### config.mk
export PLATFORM = sky130hd
export DESIGN_NAME = cam_frame_writer
export DESIGN_NICKNAME = d
export VERILOG_FILES = /design/src/rtl/cam_pkg.sv /design/src/rtl/cam_sync_edge.sv /design/src/rtl/cam_frame_writer.sv
export SDC_FILE = /design/constraint.sdc
export NUM_CORES = 1
export LEC_CHECK = 0
export CORE_MARGIN = 2
export CORE_UTILIZATION = 45
export DETAILED_ROUTE_END_ITERATION = 7
export GPL_ROUTABILITY_DRIVEN = 0
export PLACE_DENSITY = 0.67
export SYNTH_ARGS = -nofsm -noshare
export SYNTH_HDL_FRONTEND = slang
export SYNTH_HIERARCHICAL = 1
export SYNTH_SLANG_ARGS = --single-unit
### constraint.sdc
create_clock -name clk -period 5.65 [get_ports clk]
set_input_delay 1.13 -clock clk [delete_from_list [all_inputs] [get_ports clk]]
set_output_delay 1.13 -clock clk [all_outputs]
set_load 0.02 [all_outputs]
### src/rtl/cam_pkg.sv
// Shared definitions for the camera write path of the VGA frame buffer.
//   - default stored frame geometry
//   - bit positions used to reduce an RGB565 byte pair to RGB111
//   - capture FSM state encoding
//   - rgb565_to_111(): HI/LO camera bytes -> {R,G,B} buffer word
package cam_pkg;

  localparam int CAM_X_DEF = 256;
  localparam int CAM_Y_DEF = 256;

  // HI byte = R4..R0 G5..G3, LO byte = G2..G0 B4..B0.
  // Only the MSB of each colour survives the reduction.
  localparam int R_MSB_HI = 7;  // R4 in HI byte
  localparam int G_MSB_HI = 2;  // G5 in HI byte
  localparam int B_MSB_LO = 4;  // B4 in LO byte

  typedef enum logic [2:0] {
    WAIT_FRAME = 3'd0,
    WAIT_LINE  = 3'd1,
    BYTE_LO    = 3'd2,
    BYTE_HI    = 3'd3,
    FRAME_END  = 3'd4
  } cam_state_e;

  function automatic logic [2:0] rgb565_to_111(input logic [7:0] hi, input logic [7:0] lo);
    return {hi[R_MSB_HI], hi[G_MSB_HI], lo[B_MSB_LO]};
  endfunction

endpackage

### src/rtl/cam_sync_edge.sv
// Two-flop synchroniser for one asynchronous camera control line, followed
// by a third flop so that level changes can be reported as one-cycle pulses.
// Ports:
//   clk_i   system clock
//   rst_ni  asynchronous active-low reset
//   d_i     asynchronous input
//   lvl_o   synchronised level
//   rise_o  one-cycle pulse on a synchronised 0->1 change
//   fall_o  one-cycle pulse on a synchronised 1->0 change
module cam_sync_edge (
  input  logic clk_i,
  input  logic rst_ni,
  input  logic d_i,
  output logic lvl_o,
  output logic rise_o,
  output logic fall_o
);

  // [0] metastability stage, [1] synchronised level, [2] previous level
  logic [2:0] sh_q;

  always_ff @(posedge clk_i or negedge rst_ni) begin
    if (!rst_ni) sh_q <= '0;
    else         sh_q <= {sh_q[1:0], d_i};
  end

  assign lvl_o  = sh_q[1];
  assign rise_o =  sh_q[1] & ~sh_q[2];
  assign fall_o = ~sh_q[1] &  sh_q[2];

endmodule

### src/rtl/cam_frame_writer.sv
// Write side of the VGA frame buffer. Oversamples an OV7670-style camera
// interface in the system clock domain, assembles RGB565 byte pairs, reduces
// each pixel to RGB111 and writes it to the buffer at its raster address.
// Ports:
//   clk           system clock (at least 4x cam_pclk)
//   rst           asynchronous active-low reset
//   cam_pclk      camera pixel clock (asynchronous)
//   cam_vsync     camera frame sync, high = vertical blank
//   cam_href      camera line valid, high = active bytes
//   cam_data      camera byte
//   buf_addr      buffer write address {row, col}
//   buf_data      buffer write data {R,G,B}
//   buf_regwrite  one-cycle write strobe per stored pixel
//   frame_done    one-cycle pulse after a complete frame was stored
//   overflow      sticky flag: pixels were clipped in the current frame
module cam_frame_writer
  import cam_pkg::*;
#(
  parameter int CAM_SCREEN_X = CAM_X_DEF,
  parameter int CAM_SCREEN_Y = CAM_Y_DEF,
  parameter int AW           = $clog2(CAM_SCREEN_X * CAM_SCREEN_Y),
  parameter int DW           = 3
) (
  input  logic          clk,
  input  logic          rst,
  input  logic          cam_pclk,
  input  logic          cam_vsync,
  input  logic          cam_href,
  input  logic [7:0]    cam_data,
  output logic [AW-1:0] buf_addr,
  output logic [DW-1:0] buf_data,
  output logic          buf_regwrite,
  output logic          frame_done,
  output logic          overflow
);

  localparam int XW = $clog2(CAM_SCREEN_X);
  localparam int YW = $clog2(CAM_SCREEN_Y);

  // Counters carry one extra bit so they can sit at X / Y once the visible
  // area is exhausted instead of wrapping back into it.
  localparam logic [XW:0] COL_LIM = (XW+1)'(CAM_SCREEN_X);
  localparam logic [YW:0] ROW_LIM = (YW+1)'(CAM_SCREEN_Y);

  // ---------------------------------------------------------------------------
  // Synchronisers. cam_data goes through the same two stages as the control
  // lines so that data_s2_q is the byte seen alongside the synced pclk edge.
  // ---------------------------------------------------------------------------
  logic pclk_rise, pclk_lvl_unused, pclk_fall_unused;
  logic href_lvl, href_rise_unused, href_fall;
  logic vs_lvl_unused, vs_rise, vs_fall;
  logic [7:0] data_s1_q, data_s2_q;

  cam_sync_edge u_sync_pclk (
    .clk_i (clk), .rst_ni (rst), .d_i (cam_pclk),
    .lvl_o (pclk_lvl_unused), .rise_o (pclk_rise), .fall_o (pclk_fall_unused)
  );

  cam_sync_edge u_sync_href (
    .clk_i (clk), .rst_ni (rst), .d_i (cam_href),
    .lvl_o (href_lvl), .rise_o (href_rise_unused), .fall_o (href_fall)
  );

  cam_sync_edge u_sync_vsync (
    .clk_i (clk), .rst_ni (rst), .d_i (cam_vsync),
    .lvl_o (vs_lvl_unused), .rise_o (vs_rise), .fall_o (vs_fall)
  );

  always_ff @(posedge clk or negedge rst) begin
    if (!rst) begin
      data_s1_q <= '0;
      data_s2_q <= '0;
    end else begin
      data_s1_q <= cam_data;
      data_s2_q <= data_s1_q;
    end
  end

  // ---------------------------------------------------------------------------
  // Capture FSM and datapath
  // ---------------------------------------------------------------------------
  cam_state_e    state_q, state_d;
  logic [XW:0]   col_q, col_d;
  logic [YW:0]   row_q, row_d;
  logic [7:0]    hi_q, hi_d;
  logic [AW-1:0] addr_q, addr_d;
  logic [DW-1:0] data_q, data_d;
  logic          we_q, we_d;
  logic          done_q, done_d;
  logic          ovf_q, ovf_d;

  logic          byte_stb;   // camera byte valid this cycle
  logic          line_end;   // href has gone low (edge, or seen low at a strobe)
  logic          in_bounds;  // current col/row lies inside the stored area
  logic [YW:0]   row_inc;    // saturating row + 1

  assign byte_stb  = pclk_rise &  href_lvl;
  assign line_end  = href_fall | (pclk_rise & ~href_lvl);
  assign in_bounds = (col_q < COL_LIM) && (row_q < ROW_LIM);
  assign row_inc   = (row_q >= ROW_LIM) ? row_q : row_q + 1'b1;

  always_ff @(posedge clk or negedge rst) begin
    if (!rst) state_q <= WAIT_FRAME;
    else      state_q <= state_d;
  end

  always_comb begin
    state_d = state_q;
    col_d   = col_q;
    row_d   = row_q;
    hi_d    = hi_q;
    addr_d  = addr_q;
    data_d  = data_q;
    we_d    = 1'b0;
    done_d  = 1'b0;
    ovf_d   = ovf_q;

    unique case (state_q)
      WAIT_FRAME: begin
        if (vs_fall) begin
          row_d   = '0;
          col_d   = '0;
          ovf_d   = 1'b0;
          state_d = WAIT_LINE;
        end
      end

      WAIT_LINE: begin
        if (vs_rise) begin
          state_d = FRAME_END;
        end else if (byte_stb) begin
          hi_d    = data_s2_q;
          state_d = BYTE_LO;
        end else if (href_fall) begin
          // href pulse that carried no bytes still consumes a row
          row_d = row_inc;
          col_d = '0;
        end
      end

      BYTE_LO: begin
        if (vs_rise) begin
          state_d = WAIT_FRAME;  // frame aborted mid-line
        end else if (byte_stb) begin
          if (in_bounds) begin
            we_d   = 1'b1;
            addr_d = AW'({row_q[YW-1:0], col_q[XW-1:0]});
            data_d = DW'(rgb565_to_111(hi_q, data_s2_q));
            col_d  = col_q + 1'b1;
          end else begin
            ovf_d  = 1'b1;
          end
          state_d = BYTE_HI;
        end else if (line_end) begin
          // odd byte count: the lone HI byte is discarded
          row_d   = row_inc;
          col_d   = '0;
          state_d = WAIT_LINE;
        end
      end

      BYTE_HI: begin
        if (vs_rise) begin
          state_d = WAIT_FRAME;
        end else if (byte_stb) begin
          hi_d    = data_s2_q;
          state_d = BYTE_LO;
        end else if (line_end) begin
          row_d   = row_inc;
          col_d   = '0;
          state_d = WAIT_LINE;
        end
      end

      FRAME_END: begin
        // only a frame that filled every stored line is reported
        done_d  = (row_q >= ROW_LIM);
        state_d = WAIT_FRAME;
      end

      default: state_d = WAIT_FRAME;
    endcase
  end

  always_ff @(posedge clk or negedge rst) begin
    if (!rst) begin
      col_q  <= '0;
      row_q  <= '0;
      hi_q   <= '0;
      addr_q <= '0;
      data_q <= '0;
      we_q   <= 1'b0;
      done_q <= 1'b0;
      ovf_q  <= 1'b0;
    end else begin
      col_q  <= col_d;
      row_q  <= row_d;
      hi_q   <= hi_d;
      addr_q <= addr_d;
      data_q <= data_d;
      we_q   <= we_d;
      done_q <= done_d;
      ovf_q  <= ovf_d;
    end
  end

  // Address and data are held after a write, so they are stable throughout
  // the single strobe cycle.
  assign buf_addr     = addr_q;
  assign buf_data     = data_q;
  assign buf_regwrite = we_q;
  assign frame_done   = done_q;
  assign overflow     = ovf_q;

endmodule
==> results.md, run 1 <==
* Status: complete, no violations
* Clk pin slew, worst setup/hold paths at 0.06 ns
* Final hold viol count at 0
* Largest net degree at the start of global routing at between 60 and 70
* Final setup skew at about 0.0056 ns
* Crit path time final at 3.13 ns
* Critical path capture point: col_q[6]
* Switching fraction of total power at 33.4%
* Combinational share of power at between 20 and 30%
* Clock Sinks at 60
* Seq pwr share at between 40% and 50%
* # nets final at about 310
* Met1 usage at about a quarter
* CTS Root Cell: clkbuf_8
* Die Y-Extent at 81.6 um
* Reg2reg end: col_q[6]
* Setup TNS at 0 ns
* Area of the mapped netlist at 2710 um^2
* Peak VDD IR at between 0.2 and 0.25 mV
* Multi-input logic area at ~1100 um^2
* CTS tree: built
* Vias in the first global route at 2062
* Post-cts sizing count at 0
* Core Area at 5890 um^2
* Max Slew Vio Count at 0
* Tightest Pin Transition at ~1.1 ns
* Sw Pwr at 436 uW
* Worst-Skew Late Latency at ~0.34 ns
* Synth warn at 6
* Antenna violations before repair at 0
* # port buffers at 29
* Clk pwr share at 32.3%
* Total GRT Usage at approximately a fifth
* Met2 GRT Util at 29.3%
* Detailed Routing Iterations Pass 1 at 4
* GRT busiest layer: met2
* Layout cell share with drive strength beyond 1 at under 10%
* # hold bufs at CTS at 0
* Max Cap Viol at 0
* Vias at between 2k and 2.5k
* Hold Path Class: reg -> reg
* Crit path max fanout at 30
* Boundary Pins at 35
* Met3 global-route usage at under 10%
* Initial DRC count at about 200
* Post-DRT Antenna Nets at 0
* Ant diodes at 0
* Crit Reg-Reg Startpoint: u_sync_vsync/sh_q[1]
* Fmax at approximately 0.32 GHz
* Fillers at 531
* Residual DRC at 0
* Synth Area per Inst at around 10 um^2
* DIE WIDTH at ~82 um
* Critical path capture point type: register
* Pleak at 0.00145 uW
* Setup repair bufs after CTS at 0
* FF-to-FF path depth at 6
* RSZ-0062 raised after global routing: false
* Starting Density at a little under half
* Deepest clock path buffer count at 2
* Fin crit share at between 50% and 60%
* Critical Path AT at approximately 3.4 ns
* Max H-tree Level at 3
* Pwr/cell area at just over 400 nW/um^2
* CTS buffer count at 9
* FP Rows at 28
* Total Wirelength at 5610 um
* Routed len/inst at about 15 um
* Post-DP HPWL at between 3000 and 4000 um
* Syn Inst Count at 264
* Worst EP required at between 5 and 6 ns
* First-pass GRT wire length at roughly 9600 um
* Startpoint types: register
* Via density at 5.69
* Critical path class: reg -> reg
* Syn_nets at 280
* WHS at 0.349 ns
* FF/Latch Area at between 1500 and 2000 um^2
* Die Area at 6660 um^2
* Remaining global-route overflow at 0
* Max_slew headroom at 29.7%
* Area added between synthesis and finish at 19.7%
* Setup Viol. Count Final at 0
* Hold Crit Depth at 0
* R2R Setup Slk at 2.52 ns
* CP startpoint: u_sync_vsync/sh_q[1]
* P_int at just under 900 uW
## state kept, by name, summed over array words and instances (netlist names)
| register | cells |
|---|---|
| state_q | 3 |
| col_q | 9 |
| data_s2_q | 3 |
| overflow | 1 |
| buf_regwrite | 1 |
| buf_addr | 16 |
| u_sync_vsync/sh_q | 3 |
| hi_q | 2 |
| data_s1_q | 3 |
| frame_done | 1 |
| u_sync_href/sh_q | 3 |
| u_sync_pclk/sh_q | 3 |
| buf_data | 3 |
| row_q | 9 |
## area by class of cell
| type | count | share of cell area (%) |
|---|---|---|
| Sequential cell | 60 | 46.3 |
| Multi-Input combinational cell | 179 | 33.9 |
| Timing Repair Buffer | 30 | 9.02 |
| Clock buffer | 11 | 4.36 |
| Tap cell | 75 | 2.89 |
| Clock inverter | 5 | 2.31 |
| Inverter | 11 | 1.27 |
## stage by stage
step	setup WS [ns]	cells	instance area, um^2	util, %	power [uW]
6_report	2.52	371	3240	55.1	1310
3_5_place_dp	2.43	355	3030	51.4	888
3_3_place_gp	2.52	355	3030	51.4	873
5_1_grt	2.13	371	3240	55.1	1390
2_1_floorplan	3.68	264	2710	-	788
4_1_cts	2.40	371	3240	55.1	1310
## worst min path at each step
| stage | slack, ns | endpoint | from |
|---|---|---|---|
| after global placement | 0.33 | u_sync_vsync/sh_q[1] | u_sync_vsync/sh_q[0] |
| after floorplan | 0.33 | data_s2_q[2] | data_s1_q[2] |
| final | 0.35 | data_s2_q[7] | data_s1_q[7] |
| after CTS | 0.35 | data_s2_q[7] | data_s1_q[7] |
| after global routing | 0.36 | data_s2_q[7] | data_s1_q[7] |
| after detailed placement | 0.33 | u_sync_vsync/sh_q[1] | u_sync_vsync/sh_q[0] |
## critical path: stages (launching register included)
cell,delay [ns]
dfrtp_1,0.35
nor2b_1,0.64
nor3_1,0.18
nand3_1,0.76
inv_1,0.53
and3_1,0.32
a211o_1,0.21
## routing by layer
metal	wire length (um)	share of wire (%)
met1	2560	46
met2	2710	48
met3	195	3.5
met4	151	2.7
met5	0	0
## placed cells by master, fill, tap and decap left out, types with 2 or more instances in the layout
| cell type | instances |
|---|---|
| o21ai_0 | 9 |
| o22ai_1 | 8 |
| nor2b_1 | 4 |
| bufinv_16 | 2 |
| ha_1 | 3 |
| nor4_1 | 3 |
| inv_1 | 11 |
| o2111ai_1 | 3 |
| and2_1 | 3 |
| a2111oi_0 | 7 |
| nand2_1 | 51 |
| and2b_2 | 2 |
| a22oi_1 | 2 |
| nand2b_1 | 3 |
| a22o_1 | 2 |
| clkinv_2 | 3 |
| clkdlybuf4s50_1 | 28 |
| dfrtp_1 | 60 |
| o21bai_1 | 2 |
| nor3b_1 | 2 |
| a211o_1 | 3 |
| o211ai_1 | 2 |
| or3_1 | 2 |
| nand3_1 | 4 |
| nor3_1 | 9 |
| a21o_1 | 2 |
| clkbuf_8 | 10 |
| a21oi_1 | 7 |
| nand4_1 | 4 |
| o2bb2ai_1 | 3 |
| and3_1 | 6 |
| nor2_1 | 10 |
| a211oi_1 | 3 |
| mux2_2 | 3 |
## power by group through the flow
stage	combinational, uW	clock, uW	sequential, uW
2_1_floorplan	263	0	526
3_3_place_gp	340	0	533
3_5_place_dp	353	0	536
4_1_cts	354	432	528
5_1_grt	402	448	536
6_report	355	422	529
No activity file was read; power rests on OpenSTA's default activity.
==> inputs of run 2 (changes only) <==
Clock period 5.65 ns to 2.9 ns, I/O delays scaled along.
==> results.md, run 2 (synthesized netlist as in run 1, its figures left out) <==
* Status: complete, no violations
* Final hold viol count at 0
* CTS Root Cell: clkbuf_8
* Max Slew Vio Count at 0
* Seq pwr share at between 40% and 50%
* Peak VDD IR at 0.354 mV
* Antenna violations before repair at 0
* Switching fraction of total power at around a third
* FF-to-FF path depth at 5
* Max H-tree Level at 3
* Crit Reg-Reg Startpoint: u_sync_pclk/sh_q[2]
* Crit path max fanout at 10
* Reg2reg end: row_q[1]
* Post-DP HPWL at 3710 um
* Core Area at around 5900 um^2
* Die Area at approximately 6700 um^2
* CP startpoint: u_sync_pclk/sh_q[2]
* Max_slew headroom at between 40% and 50%
* Fin crit share at 84.5%
* Met3 global-route usage at 5.82%
* FP Rows at 28
* GRT busiest layer: met2
* Critical path capture point type: register
* Worst-Skew Late Latency at 0.33 ns
* Sw Pwr at slightly above 800 uW
* # nets final at 309
* Vias at ~2.1k
* Fmax at about 0.4 GHz
* Critical Path AT at between 2 and 3 ns
* Crit path time final at ~2.5 ns
* Hold Path Class: in -> async
* P_int at between 1500 and 2000 uW
* RSZ-0062 raised after global routing: false
* Remaining global-route overflow at 0
* Die Y-Extent at 81.6 um
* CTS tree: built
* Deepest clock path buffer count at 2
* First-pass GRT wire length at around 9200 um
* Largest net degree at the start of global routing at 33
* # port buffers at 29
* Startpoint types: register
* Max reg flops at 16
* Via density at roughly 5.6
* Layout cell share with drive strength beyond 1 at approximately a tenth
* Placed Cells at between 300 and 400
* Met2 GRT Util at 27.4%
* Max Cap Viol at 0
* DIE WIDTH at roughly 82 um
* Routed len/inst at 14.5 um
* Post-cts sizing count at 0
* Starting Density at a little under half
* R2R Setup Slk at ~0.45 ns
* Vias in the first global route at between 1.5k and 2k
* Clk pwr share at between 20% and 30%
* Detailed Routing Iterations Pass 1 at 4
* # hold bufs at CTS at 0
* Boundary Pins at 35
* Total GRT Usage at a little under a fifth
* Ant diodes at 0
* CTS buffer count at 9
* Most frequent cells in the layout: 60 x dfrtp_1, 51 x nand2_1, 28 x clkdlybuf4s50_1
* Critical path capture point: row_q[1]
* Tightest Pin Transition at slightly below 0.8 ns
* Post-DRT Antenna Nets at 0
* Total Wirelength at roughly 5400 um
* Area added between synthesis and finish at 18.5%
* Initial DRC count at 126
* Combinational share of power at a little under 30%
* Clk pin slew, worst setup/hold paths at 0.06 ns
* Pwr/cell area at 728 nW/um^2
* Final non-filler cell total at 371
* Critical path class: reg -> reg
* Pleak at 0.00144 uW
* Setup TNS at 0 ns
* Setup Viol. Count Final at 0
* Setup repair bufs after CTS at 0
* Most common cell after layout, fill and taps aside: dfrtp_1
* Worst EP required at 3.08 ns
* WHS at 0.304 ns
* Residual DRC at 0
* Layout Utilization at a little over half
* Clock Sinks at 60
* Final setup skew at slightly below 0.005 ns
* Met1 usage at 24.8%
[run 2: changes by cell type in the layout (fill, tap and decap cells not counted)]
cell	before	now
buf_4	1	2
buf_12	0	1
bufinv_16	2	0
[run 2: power by group through the flow]
| stage | registers (uW) | logic [uW] | clock network [uW] |
|---|---|---|---|
| 2_1_floorplan | 1020 | 512 | 0 |
| 3_3_place_gp | 1040 | 681 | 0 |
| 3_5_place_dp | 1040 | 690 | 0 |
| 4_1_cts | 1030 | 691 | 640 |
| 5_1_grt | 1050 | 767 | 686 |
| 6_report | 1030 | 692 | 615 |
[run 2: through the flow]
step / setup WS [ns] / cell area (um^2) / total power, uW
final: 0.449 / 3210 / 2340
after global routing: 0.244 / 3210 / 2500
after CTS: 0.484 / 3210 / 2360
after detailed placement: 0.503 / 3060 / 1730
after global placement: 0.502 / 3060 / 1720
after floorplan: 0.929 / 2710 / 1540
[run 2: how the worst min path moves through the flow]
stage / end / depth (start not counted)
2_1_floorplan: buf_addr[0] / 0
3_3_place_gp: u_sync_vsync/sh_q[1] / 0
3_5_place_dp: u_sync_vsync/sh_q[1] / 0
4_1_cts: buf_addr[6] / 1
5_1_grt: buf_addr[6] / 1
6_report: buf_addr[6] / 1
[run 2: worst max-delay path, stage by stage, from the launching register on]
cell and delay (ns):
dfrtp_1 0.36, nor2b_1 0.60, nand2b_1 0.23, a21o_1 0.27
a2111oi_0 0.64, o22ai_1 0.18
[run 2: area by class of cell]
class | count | area (um^2)
clock buffers | 11 | 141
clock inverters | 3 | 15.0
fillers | 551 | 2670
inverters | 11 | 41.3
multi-input cells | 179 | 1100
flip-flops and latches | 60 | 1500
well taps | 75 | 93.8
repair buffers | 32 | 320
[run 2: per-layer routing]
metal  wire [um]  vias to the layer above
met4         131                        0
li1            -                     1015
met3         252                       12
met5           0                        -
met2        2480                       47
met1        2530                      993
==> inputs of run 3 (changes only) <==
Settings changed: PLACE_DENSITY 0.67 to 0.7.
Clock period 2.9 ns to 2.04 ns, I/O delays scaled along.
==> results.md, run 3 (synthesized netlist as in run 1, its figures left out) <==
* Status: complete, no violations
* Residual DRC at 0
* DIE WIDTH at between 80 and 90 um
* Fin crit share at a little over nine tenths
* Remaining global-route overflow at 0
* Startpoint types: register
* Setup TNS at 0 ns
* Cell area after placement at around 3300 um^2
* P_int at 2520 uW
* Pwr/cell area at 1080 nW/um^2
* Crit path time final at around 2.0 ns
* First-pass GRT wire length at between 10000 and 15000 um
* Total Power at 3770 uW
* Die Area at 6660 um^2
* Max reg flops at 16
* Clk pwr share at 26.6%
* Ant diodes at 0
* Fmax at 0.513 GHz
* Hold Path Class: in -> async
* Area added between synthesis and finish at 28.9%
* FP Rows at 28
* CTS tree: built
* Critical Path AT at around 2.2 ns
* RSZ-0062 raised after global routing: false
* Seq pwr share at between 30% and 40%
* Post-DRT Antenna Nets at 0
* Peak VDD IR at between 0.4 and 0.5 mV
* Starting Density at between 40% and 50%
* Die Y-Extent at slightly above 80 um
* Critical path capture point type: register
* CTS buffer count at 9
* Via density at between 5 and 6
* Critical path class: reg -> reg
* Clk pin slew, worst setup/hold paths at roughly 0.06 ns
* WHS at 0.0490 ns
* Deepest clock path buffer count at 2
* Crit path max fanout at 14
* Tightest Pin Transition at between 0.4 and 0.5 ns
* Post-DP HPWL at between 4000 and 5000 um
* Finished Cell Area at around 3500 um^2
* Max_slew headroom at 67.6%
* Largest net degree at the start of global routing at about 60
* Pleak at 0.00159 uW
* Worst EP required at between 2 and 2.5 ns
* # nets final at 338
* Final setup skew at between 0.005 and 0.006 ns
* Worst-Skew Late Latency at 0.34 ns
* Boundary Pins at 35
* Total Wirelength at ~6000 um
* Most common cell after layout, fill and taps aside: dfrtp_1
* Initial DRC count at ~110
* Final hold viol count at 0
* CP cell instances: or4b_1, a221oi_2, nor4bb_1, a221o_1
* CTS Root Cell: clkbuf_8
* Max H-tree Level at 3
* Total GRT Usage at about a fifth
* Switching fraction of total power at 33.2%
* Setup Viol. Count Final at 0
* Slowest CP cell: or4b_1
* Vias in the first global route at between 2k and 2.5k
* Vias at between 2k and 2.5k
* Clock Sinks at 60
* Sw Pwr at approximately 1300 uW
* Routed len/inst at 14.9 um
* Core Area at 5890 um^2
* Layout Utilization at about three fifths
* Detailed Routing Iterations Pass 1 at 4
* Max Slew Vio Count at 0
* Combinational share of power at 35.2%
* Max Cap Viol at 0
* # port buffers at 29
* Antenna violations before repair at 0
* Max stage delay on crit path at ~0.61 ns
* Most frequent cells in the layout: 60 x dfrtp_1, 51 x nand2_1, 29 x buf_4
* Layout cell share with drive strength beyond 1 at 17.7%
## run 3: cell types whose count changed in the layout (fill, tap and decap cells not counted), sizes merged
cell / before / now
bufinv: 0 / 1
clkinv: 3 / 1
clkbuf: 11 / 14
buf: 4 / 33
## run 3: final cells by class
type	count	area, um^2
Tap cell	75	93.8
Clock inverter	2	35.0
Clock buffer	14	143
Fill cell	484	2390
Sequential cell	60	1500
Inverter	11	41.3
Multi-Input combinational cell	179	1120
Timing Repair Buffer	61	563
## run 3: worst max-delay path: cells and delay by family (launching register included)
kind	cells	cell delay [ns]
AND/OR/NAND/NOR	2	0.70
flip-flops	1	0.53
AO/OA/AOI/OAI	2	0.61
## run 3: power by group through the flow
stage / Sequential, uW / Combinational, uW / Clock (uW)
6_report: 1440 / 1330 / 1000
2_1_floorplan: 1460 / 727 / 0
5_1_grt: 1460 / 1440 / 1080
4_1_cts: 1440 / 1300 / 1020
3_5_place_dp: 1460 / 1280 / 0
3_3_place_gp: 1450 / 1250 / 0
## run 3: path summary, 6_finish.rpt
| kind | start | endpoint | slack [ns] | depth (start not counted) |
|---|---|---|---|---|
| hold / removal | rst | buf_addr[8] | 0.05 | 2 |
| setup / recovery | state_q[2] | col_q[2] | 0.09 | 4 |
| min in group clk | data_s1_q[7] | data_s2_q[7] | 0.35 | 0 |
| max in group asynchronous | rst | data_s2_q[2] | 1.71 | 2 |
| hold reg to reg | data_s1_q[7] | data_s2_q[7] | 0.35 | 0 |
| setup reg to reg | state_q[2] | col_q[2] | 0.09 | 4 |
## run 3: metal layers
metal	routed length [um]	global-route usage [%]	vias up	part of all wire, %
met5	0	0	-	0
met4	132	8.67	0	2.2
met3	252	4.62	11	4.2
met2	2780	31.0	49	47
met1	2810	28.1	1041	47
li1	-	-	1071	-
## run 3: timing repair
action,4_1_cts,5_1_grt
resized for setup,1,5
setup buffers,0,0
endpoints found under the setup margin,2,10
hold buffers,0,0
pin swaps,0,1
## run 3: per-stage QoR
| step | setup WS [ns] | std cells |
|---|---|---|
| CTS | 0.0368 | 402 |
| floorplan | 0.0689 | 264 |
| finish | 0.0896 | 402 |
| global placement | 0.0321 | 386 |
| global route | 0.0116 | 402 |
| detailed placement | -0.0230 | 386 |
